--- config.mk ---
export PLATFORM = sky130hd
export DESIGN_NAME = riscv_decode_stage
export DESIGN_NICKNAME = d
export VERILOG_FILES = /design/src/rtl/riscv_decode_stage.sv
export SDC_FILE = /design/constraint.sdc
export NUM_CORES = 1
export LEC_CHECK = 0
export CORE_MARGIN = 2
export CORE_UTILIZATION = 30
export DETAILED_ROUTE_END_ITERATION = 6
export GPL_TIMING_DRIVEN = 1
export SYNTH_ARGS = -nofsm -noshare
export SYNTH_HDL_FRONTEND = slang
export SYNTH_SLANG_ARGS = --single-unit
--- constraint.sdc ---
create_clock -name clk -period 4.5 [get_ports clk]
set_input_delay 1.35 -clock clk [delete_from_list [all_inputs] [get_ports clk]]
set_output_delay 1.35 -clock clk [all_outputs]
set_load 0.01 [all_outputs]
--- src/rtl/riscv_decode_stage.sv ---
// riscv_decode_stage: registered RV32I/RV64I main-control decode stage.
//
// Decodes the instruction word from the IF/ID buffer into control bits, register indices,
// a sign-extended immediate and ALU function bits, and holds the result in a valid/ready
// pipeline register toward EX. A load-use interlock refuses the next instruction while a
// load in the EX register targets one of its source registers. A synchronous flush kills
// the held result and refuses the instruction offered in the same cycle.
//
// Parameters:
//   XLEN   datapath width (32 or 64); immediates are sign-extended to XLEN
//   RF_AW  register-file address width
//
// Ports:
//   clk, rst            core clock, asynchronous active-high reset
//   if_valid, if_ready  handshake from the IF/ID buffer
//   if_inst, if_pc      instruction word and its PC
//   flush               synchronous kill (branch mispredict / trap)
//   ex_valid, ex_ready  handshake toward EX
//   ex_pc, ex_rs1, ex_rs2, ex_rd, ex_imm, ex_funct
//                       registered decode fields; ex_funct = {inst[30], inst[14:12]}
//   ex_ctrl             {auipc, lui, regwrite, alusrc, memwrite, memtoreg, memread,
//                        branch, jal, jalr}
//   ex_illegal          unsupported opcode or inst[1:0] != 2'b11
//
// Optional feature, enabled by defining DECODE_PERF_CNT_EN:
//   perf_bubble         count of bubbles inserted by the load-use interlock
//   perf_illegal        count of accepted illegal instructions
module riscv_decode_stage #(
  parameter int unsigned XLEN  = 32,
  parameter int unsigned RF_AW = 5
) (
  input  logic             clk,
  input  logic             rst,
  input  logic             if_valid,
  output logic             if_ready,
  input  logic [31:0]      if_inst,
  input  logic [XLEN-1:0]  if_pc,
  input  logic             flush,
  output logic             ex_valid,
  input  logic             ex_ready,
  output logic [XLEN-1:0]  ex_pc,
  output logic [RF_AW-1:0] ex_rs1,
  output logic [RF_AW-1:0] ex_rs2,
  output logic [RF_AW-1:0] ex_rd,
  output logic [XLEN-1:0]  ex_imm,
  output logic [3:0]       ex_funct,
  output logic [9:0]       ex_ctrl,
  output logic             ex_illegal
`ifdef DECODE_PERF_CNT_EN
  ,
  output logic [31:0]      perf_bubble,
  output logic [31:0]      perf_illegal
`endif
);

  localparam logic [6:0] OpReg    = 7'b0110011;
  localparam logic [6:0] OpImm    = 7'b0010011;
  localparam logic [6:0] OpLoad   = 7'b0000011;
  localparam logic [6:0] OpStore  = 7'b0100011;
  localparam logic [6:0] OpBranch = 7'b1100011;
  localparam logic [6:0] OpJal    = 7'b1101111;
  localparam logic [6:0] OpJalr   = 7'b1100111;
  localparam logic [6:0] OpLui    = 7'b0110111;
  localparam logic [6:0] OpAuipc  = 7'b0010111;

  // ex_ctrl bit positions
  localparam int unsigned CtrlAuipc    = 9;
  localparam int unsigned CtrlLui      = 8;
  localparam int unsigned CtrlRegwrite = 7;
  localparam int unsigned CtrlAlusrc   = 6;
  localparam int unsigned CtrlMemwrite = 5;
  localparam int unsigned CtrlMemtoreg = 4;
  localparam int unsigned CtrlMemread  = 3;
  localparam int unsigned CtrlBranch   = 2;
  localparam int unsigned CtrlJal      = 1;
  localparam int unsigned CtrlJalr     = 0;

  typedef enum logic [2:0] {ImmNone, ImmI, ImmS, ImmB, ImmU, ImmJ} imm_sel_e;

  logic [6:0]       opcode;
  logic [9:0]       ctrl;
  logic             illegal;
  logic             uses_rs1;
  logic             uses_rs2;
  imm_sel_e         imm_sel;
  logic [31:0]      imm32;
  logic [XLEN-1:0]  imm;
  logic [RF_AW-1:0] rs1;
  logic [RF_AW-1:0] rs2;
  logic [RF_AW-1:0] rd;
  logic [3:0]       funct;
  logic             hazard;
  logic             accept;

  assign opcode = if_inst[6:0];
  assign rs1    = RF_AW'(if_inst[19:15]);
  assign rs2    = RF_AW'(if_inst[24:20]);
  assign rd     = RF_AW'(if_inst[11:7]);
  assign funct  = {if_inst[30], if_inst[14:12]};

  // Main control decode. Opcodes with inst[1:0] != 2'b11 fall into the default arm.
  always_comb begin
    ctrl     = '0;
    illegal  = 1'b0;
    uses_rs1 = 1'b0;
    uses_rs2 = 1'b0;
    imm_sel  = ImmNone;
    unique case (opcode)
      OpReg: begin
        ctrl[CtrlRegwrite] = 1'b1;
        uses_rs1 = 1'b1;
        uses_rs2 = 1'b1;
      end
      OpImm: begin
        ctrl[CtrlRegwrite] = 1'b1;
        ctrl[CtrlAlusrc]   = 1'b1;
        uses_rs1 = 1'b1;
        imm_sel  = ImmI;
      end
      OpLoad: begin
        ctrl[CtrlMemread]  = 1'b1;
        ctrl[CtrlMemtoreg] = 1'b1;
        ctrl[CtrlAlusrc]   = 1'b1;
        ctrl[CtrlRegwrite] = 1'b1;
        uses_rs1 = 1'b1;
        imm_sel  = ImmI;
      end
      OpStore: begin
        ctrl[CtrlMemwrite] = 1'b1;
        ctrl[CtrlAlusrc]   = 1'b1;
        uses_rs1 = 1'b1;
        uses_rs2 = 1'b1;
        imm_sel  = ImmS;
      end
      OpBranch: begin
        ctrl[CtrlBranch] = 1'b1;
        uses_rs1 = 1'b1;
        uses_rs2 = 1'b1;
        imm_sel  = ImmB;
      end
      OpJal: begin
        ctrl[CtrlJal]      = 1'b1;
        ctrl[CtrlRegwrite] = 1'b1;
        imm_sel = ImmJ;
      end
      OpJalr: begin
        ctrl[CtrlJalr]     = 1'b1;
        ctrl[CtrlAlusrc]   = 1'b1;
        ctrl[CtrlRegwrite] = 1'b1;
        uses_rs1 = 1'b1;
        imm_sel  = ImmI;
      end
      OpLui: begin
        ctrl[CtrlLui]      = 1'b1;
        ctrl[CtrlRegwrite] = 1'b1;
        ctrl[CtrlAlusrc]   = 1'b1;
        imm_sel = ImmU;
      end
      OpAuipc: begin
        ctrl[CtrlAuipc]    = 1'b1;
        ctrl[CtrlRegwrite] = 1'b1;
        ctrl[CtrlAlusrc]   = 1'b1;
        imm_sel = ImmU;
      end
      default: illegal = 1'b1;
    endcase
  end

  // Immediates are assembled as 32-bit values, then sign-extended from bit 31 to XLEN.
  always_comb begin
    imm32 = '0;
    unique case (imm_sel)
      ImmI:    imm32 = {{20{if_inst[31]}}, if_inst[31:20]};
      ImmS:    imm32 = {{20{if_inst[31]}}, if_inst[31:25], if_inst[11:7]};
      ImmB:    imm32 = {{19{if_inst[31]}}, if_inst[31], if_inst[7], if_inst[30:25],
                        if_inst[11:8], 1'b0};
      ImmU:    imm32 = {if_inst[31:12], 12'b0};
      ImmJ:    imm32 = {{11{if_inst[31]}}, if_inst[31], if_inst[19:12], if_inst[20],
                        if_inst[30:21], 1'b0};
      default: imm32 = '0;
    endcase
  end

  assign imm = XLEN'($signed(imm32));

  // Load-use interlock: a load writing x0 never creates a dependency.
  assign hazard = if_valid & ex_valid & ex_ctrl[CtrlMemread] & (ex_rd != '0) &
                  ((uses_rs1 & (rs1 == ex_rd)) | (uses_rs2 & (rs2 == ex_rd)));

  assign if_ready = ~flush & ~hazard & (~ex_valid | ex_ready);
  assign accept   = if_valid & if_ready;

  always_ff @(posedge clk or posedge rst) begin
    if (rst) begin
      ex_valid   <= 1'b0;
      ex_pc      <= '0;
      ex_rs1     <= '0;
      ex_rs2     <= '0;
      ex_rd      <= '0;
      ex_imm     <= '0;
      ex_funct   <= '0;
      ex_ctrl    <= '0;
      ex_illegal <= 1'b0;
    end else if (flush) begin
      ex_valid <= 1'b0;
    end else if (accept) begin
      ex_valid   <= 1'b1;
      ex_pc      <= if_pc;
      ex_rs1     <= rs1;
      ex_rs2     <= rs2;
      ex_rd      <= rd;
      ex_imm     <= imm;
      ex_funct   <= funct;
      ex_ctrl    <= ctrl;
      ex_illegal <= illegal;
    end else if (ex_ready || !ex_valid) begin
      // Drained or idle; a hazard here becomes a single bubble.
      ex_valid <= 1'b0;
    end
  end

`ifdef DECODE_PERF_CNT_EN
  always_ff @(posedge clk or posedge rst) begin
    if (rst) begin
      perf_bubble  <= '0;
      perf_illegal <= '0;
    end else begin
      if (hazard && ex_ready && !flush) begin
        perf_bubble <= perf_bubble + 32'd1;
      end
      if (accept && illegal) begin
        perf_illegal <= perf_illegal + 32'd1;
      end
    end
  end
`endif

endmodule

# ---- Yosys cells after proc, flatten, opt, wreduce, memory -nomap -nowiden
# Index checks and enable logic that the tools add are counted.
dict set report classes {
  n_eq_ne 16
  mux 17
  bitwise_logic 14
  n_reduce_logical 12
}
# op n
set op_table {}
lappend op_table {{case mux 32 bit (5 select lines)} 1}
lappend op_table {{== test 7 x 6 -> 1 bit (second input constant)} 3}
lappend op_table {{== test 7 bit (second input constant)} 3}
lappend op_table {{case mux 3 bit (5 select lines)} 1}
lappend op_table {{== test 7 x 5 -> 1 bit (second input constant)} 2}
lappend op_table {{two-way mux 1 bit} 14}
lappend op_table {{OR reduction 6 bit} 2}
lappend op_table {{== test 5 bit} 2}
lappend op_table {{bitwise AND 1 bit} 9}
lappend op_table {{OR reduction 9 bit} 1}
lappend op_table {{== test 7 x 2 -> 1 bit (second input constant)} 1}
lappend op_table {{OR reduction 7 bit} 1}
lappend op_table {{== test 3 x 2 -> 1 bit (second input constant)} 2}
lappend op_table {{== test 3 bit (second input constant)} 2}
lappend op_table {{OR reduction 3 bit} 2}
lappend op_table {{nonzero test 5 bit} 1}
lappend op_table {{== test 3 x 1 -> 1 bit (second input constant)} 1}
lappend op_table {{inverter 1 bit} 3}
lappend op_table {{nonzero test 3 bit} 1}
lappend op_table {{two-way mux 2 bit} 1}
lappend op_table {{OR 1 bit} 2}
lappend op_table {{AND reduction 2 bit} 1}
lappend op_table {{OR reduction 2 bit} 1}
lappend op_table {{logical NOT 1 bit} 1}
lappend op_table {{logical OR 1 bit} 1}
dict set report word_totals {
  ff_bits 95
  input_bits 69
  output_inout_bits 96
  elab_cells 68
}

# ---- Logic depth before layout (Yosys ltp)
dict set report logic_depth {
  word_depth 12
  mapped_depth 8
  mapped_depth_nobuf 6
}

# ---- Least setup slack after synthesis
# OpenSTA, ideal clock, no wires.
dict set report synth_path {
  kind {input to output}
  from {in if_inst[17]}
  to {out if_ready}
  arrival_ns 2.590
  t_required_ns 3.150
  setup_slack_ns 0.560
  path_stages 6
  n_path_buf 1
  path_cell_list {xor2_1 -> nor4_1 -> o2111ai_1 -> a21oi_2 -> clkbuf_1 -> a21boi_0}
}
dict set report synth_between {
  elab_chain_len 7
}
# element line_no
set synth_lines {}
lappend synth_lines {{start, declared} 36} ;# input logic [31:0] if_inst,
lappend synth_lines {{== test 5 bit} 188} ;# ((uses_rs1 & (rs1 == ex_rd)) | (uses_rs2 & (rs2 == ex_rd)));
lappend synth_lines {{bitwise AND 1 bit} 188}
lappend synth_lines {{OR 1 bit} 188}
lappend synth_lines {{bitwise AND 1 bit} 187} ;# assign hazard = if_valid & ex_valid & ex_ctrl[CtrlMemread] & (ex_rd != '0) &
lappend synth_lines {{inverter 1 bit} 190} ;# assign if_ready = ~flush & ~hazard & (~ex_valid | ex_ready);
lappend synth_lines {{bitwise AND 1 bit (2 in series)} 190}
lappend synth_lines {{end, declared} 35} ;# output logic if_ready,
# No other way between the ends.

# ---- Worst setup path after layout
dict set report layout_path {
  from {in if_inst[15]}
  to {out if_ready}
}
# The elaborated chain is that of the path after synthesis.

==> impl_results.md <==
* Fin crit share at between 90% and 100%
* Setup violators final at 0
* DRC viols at 0
* Die H at approximately 120 microns
* WL/cell at 17.77 microns
* EDFF count, synth at 0
* Clock-pin slew on the worst setup and hold paths at ~0.070 ns
* Post-synthesis sequential area ratio at 57.04%
* Crit path arrival time at ~3 ns
* Worst-Margin Slew at about 0.7 ns
* RSZ-0062 raised after global routing: false
* Worst setup EP type: primary output
* Leakage Power at between 2 and 3 nW
* Syn nets at approximately 400
* Ant. Diodes at 0
* VDD IR max at roughly 0.15 mV
* Max_cap viols at 0
* Slew headroom at 53.02%
* Post-synthesis mux area share at 16.63%
* Share of cells above drive strength 1 at 20.08%
* I/O pin cnt at approximately 170
* CP max FO at 2
* Post-synthesis instance area at around 4100 sq um
* Top-count cell post-synth: dfrtp_1
* Total wire length at 12150 microns
* Root buf cell: clkbuf_16
* Syn. warnings at 0
* Hold_ws at between 0.4 and 0.5 ns
* Pre-CTS setup slack at -0.4603 ns
* First-pass GRT wire length at roughly 19000 microns
* # rows at 42
* Post-DP HPWL at about 8900 microns
* TritonCTS Buffers at 9
* Main flop type after synthesis: dfrtp_1
* Nets@finish at around 570
* Main combinational cell family by area after synthesis: multiplexers
* CTS Buffer Depth at 2
* Area Growth Syn to Fin at 54.58%
* Post-synthesis compound-gate area fraction at about an eighth
* I/O Buffers at ~160
* Hold crit path type: register to register
* Die Wd at about 120 microns
* Post-CTS setup buffer count at 0
* DRT iter0 DRCs at between 200 and 250
* Initial antenna violation count at 0
* Syn_area_per_cell at about 13 sq um
* Post-Synth XOR/XNOR Area at ~2.1%
* Full die area at approximately 15000 sq um
* Yosys reg bits at 94
* Max-slew violations at 0
* TritonRoute pass-1 iters at 4
* GP Congestion at 0.9487
* GRT Overall Usage at 17.09%
* Worst-Skew Late Latency at 0.35 ns
* Status: completed
* FMAX at approximately 0.23 GHz
* Synth area leaders: dfrtp_1 57%, mux2_2 13%, mux2_4 2.5%
* Syn Inst Count at around 320
* Core area at about 13000 sq um
* CTS Hold Bufs at 0
* TNS Setup at 0 ns
* Final Hold Viols at 0
* Clock Skew at 0.006570 ns
* CTS tree: yes
* Number of global-route vias before repair at ~3500
* Power density cells at 369.0 nW/um^2
* # clock sinks at 94
* Number of nets with antenna violations after routing at 0
* Synth Area in Adders at 0%
* Minimum clock period after layout at ~4.4 ns
* Gr ovfl total at 0
* Area share of the leading cell type in the synthesized netlist at roughly 57%
* Initial Util at just over 30%
* H-tree depth at 3
* Worst path required time at 3.15 ns
* Post-DR vias/cell at ~4.9
* Synth cell count leaders: 94 x dfrtp_1, 48 x mux2_2, 20 x nand2_1
* Vias at ~3300
* Post-Synth Simple-Gate Area at 7.828%
* FFs w/ async S/R, synth at between 90% and 100%
* Setup CP Type: input pin to primary output
* Largest net degree at the start of global routing at 47
* Setup crit start kind: input pin
* Final worst setup slack at about 0.14 ns
* Cell variety after synth at 46
* Post-synth top area cell: dfrtp_1
-- cells by family after synthesis --
logic type / count (synthesis)
and+or+nand+nor: 62
buffers and inverters: 30
muxes: 59
AOI/OAI and AO/OA: 68
DFF: 94
xor gates and xnor gates: 10
-- cell type report --
class | instances | area, sq um
flip-flops and latches | 94 | 2352
fillers | 1248 | 6973
multi-input cells | 199 | 1644
clock buffers | 12 | 246.5
repair buffers | 191 | 1857
clock inverters | 4 | 22.52
inverters | 8 | 32.53
well taps | 176 | 220.2
-- where the power goes --
group | total [W] | leakage (nW) | switching [W] | internal (W)
Clock | 0.000710 | 0.132 | 0.000323 | 0.000387
Sequential | 0.00104 | 1.15 | 0.0000788 | 0.000960
Combinational | 0.000604 | 1.41 | 0.000225 | 0.000379
Total | 0.00235 | 2.70 | 0.000626 | 0.00173
-- worst max-delay path: stages --
cell             delay, ns
clkdlybuf4s50_1       0.44
xor2_1                0.18
nor4_2                0.28
buf_4                 0.16
o2111ai_1             0.13
a21oi_2               0.21
a21boi_1              0.10
buf_2                 0.17
-- state kept, by name, summed over array words and instances (netlist names) --
register / cells
ex_ctrl: 9
ex_funct: 4
ex_illegal: 1
ex_imm: 32
ex_pc: 32
ex_rd: 5
ex_rs1: 5
ex_rs2: 5
ex_valid: 1
-- per-layer routing --
layer | track usage [%] | routed length (microns)
met1 | 21.70 | 5333
met2 | 26.72 | 5661
met3 | 5.545 | 891
met4 | 7.328 | 267
met5 | 0 | 0
-- metrics by stage --
step	total power (W)	cells	util, %	cell area, sq um
4_1_cts	0.002386	684	47.72	6370
6_report	0.002352	684	47.76	6375
3_5_place_dp	0.001663	668	45.70	6100
3_3_place_gp	0.001656	668	45.70	6100
2_1_floorplan	0.001282	323	-	4124
5_1_grt	0.002484	684	47.76	6375
-- final timing paths --
check | startpoint | end | slack (ns) | depth (start not counted)
max | if_inst[15] | if_ready | 0.14 | 8
min | ex_illegal | ex_illegal | 0.49 | 1
max reg2reg | ex_rd[1] | ex_pc[29] | 1.51 | 7
min reg2reg | ex_illegal | ex_illegal | 0.49 | 1
max in group asynchronous | rst | ex_imm[29] | 2.32 | 3
min in group asynchronous | rst | ex_pc[6] | 1.40 | 2
-- layout by cell type (no fill, tap or decap), drive strengths merged, types with 2 or more instances in the layout --
cell	synthesis	final
a211o	6	6
a21boi	2	2
a21o	5	5
a21oi	8	8
a221o	4	4
a2bb2oi	11	11
a32o	2	2
and2	2	2
and3	3	3
buf	13	28
clkbuf	9	12
clkdlybuf4s50	0	161
clkinv	0	3
dfrtp	94	94
dlymetal6s2s	0	2
inv	8	8
mux2	55	55
mux2i	4	4
nand2	20	20
nand2b	3	3
nand4	8	8
nor2	9	9
nor2b	2	2
nor3	5	5
o21ai	9	9
o22a	10	10
o2bb2ai	7	7
or3	2	2
xnor2	4	4
xor2	6	6
-- timing repair --
action / CTS / global route
hold endpoints to repair: 0 / 0
pin swaps: 2 / 2
endpoints found under the setup margin: 1 / 1
gates resized for setup: 6 / 3
(Power assumes the default switching activity.)
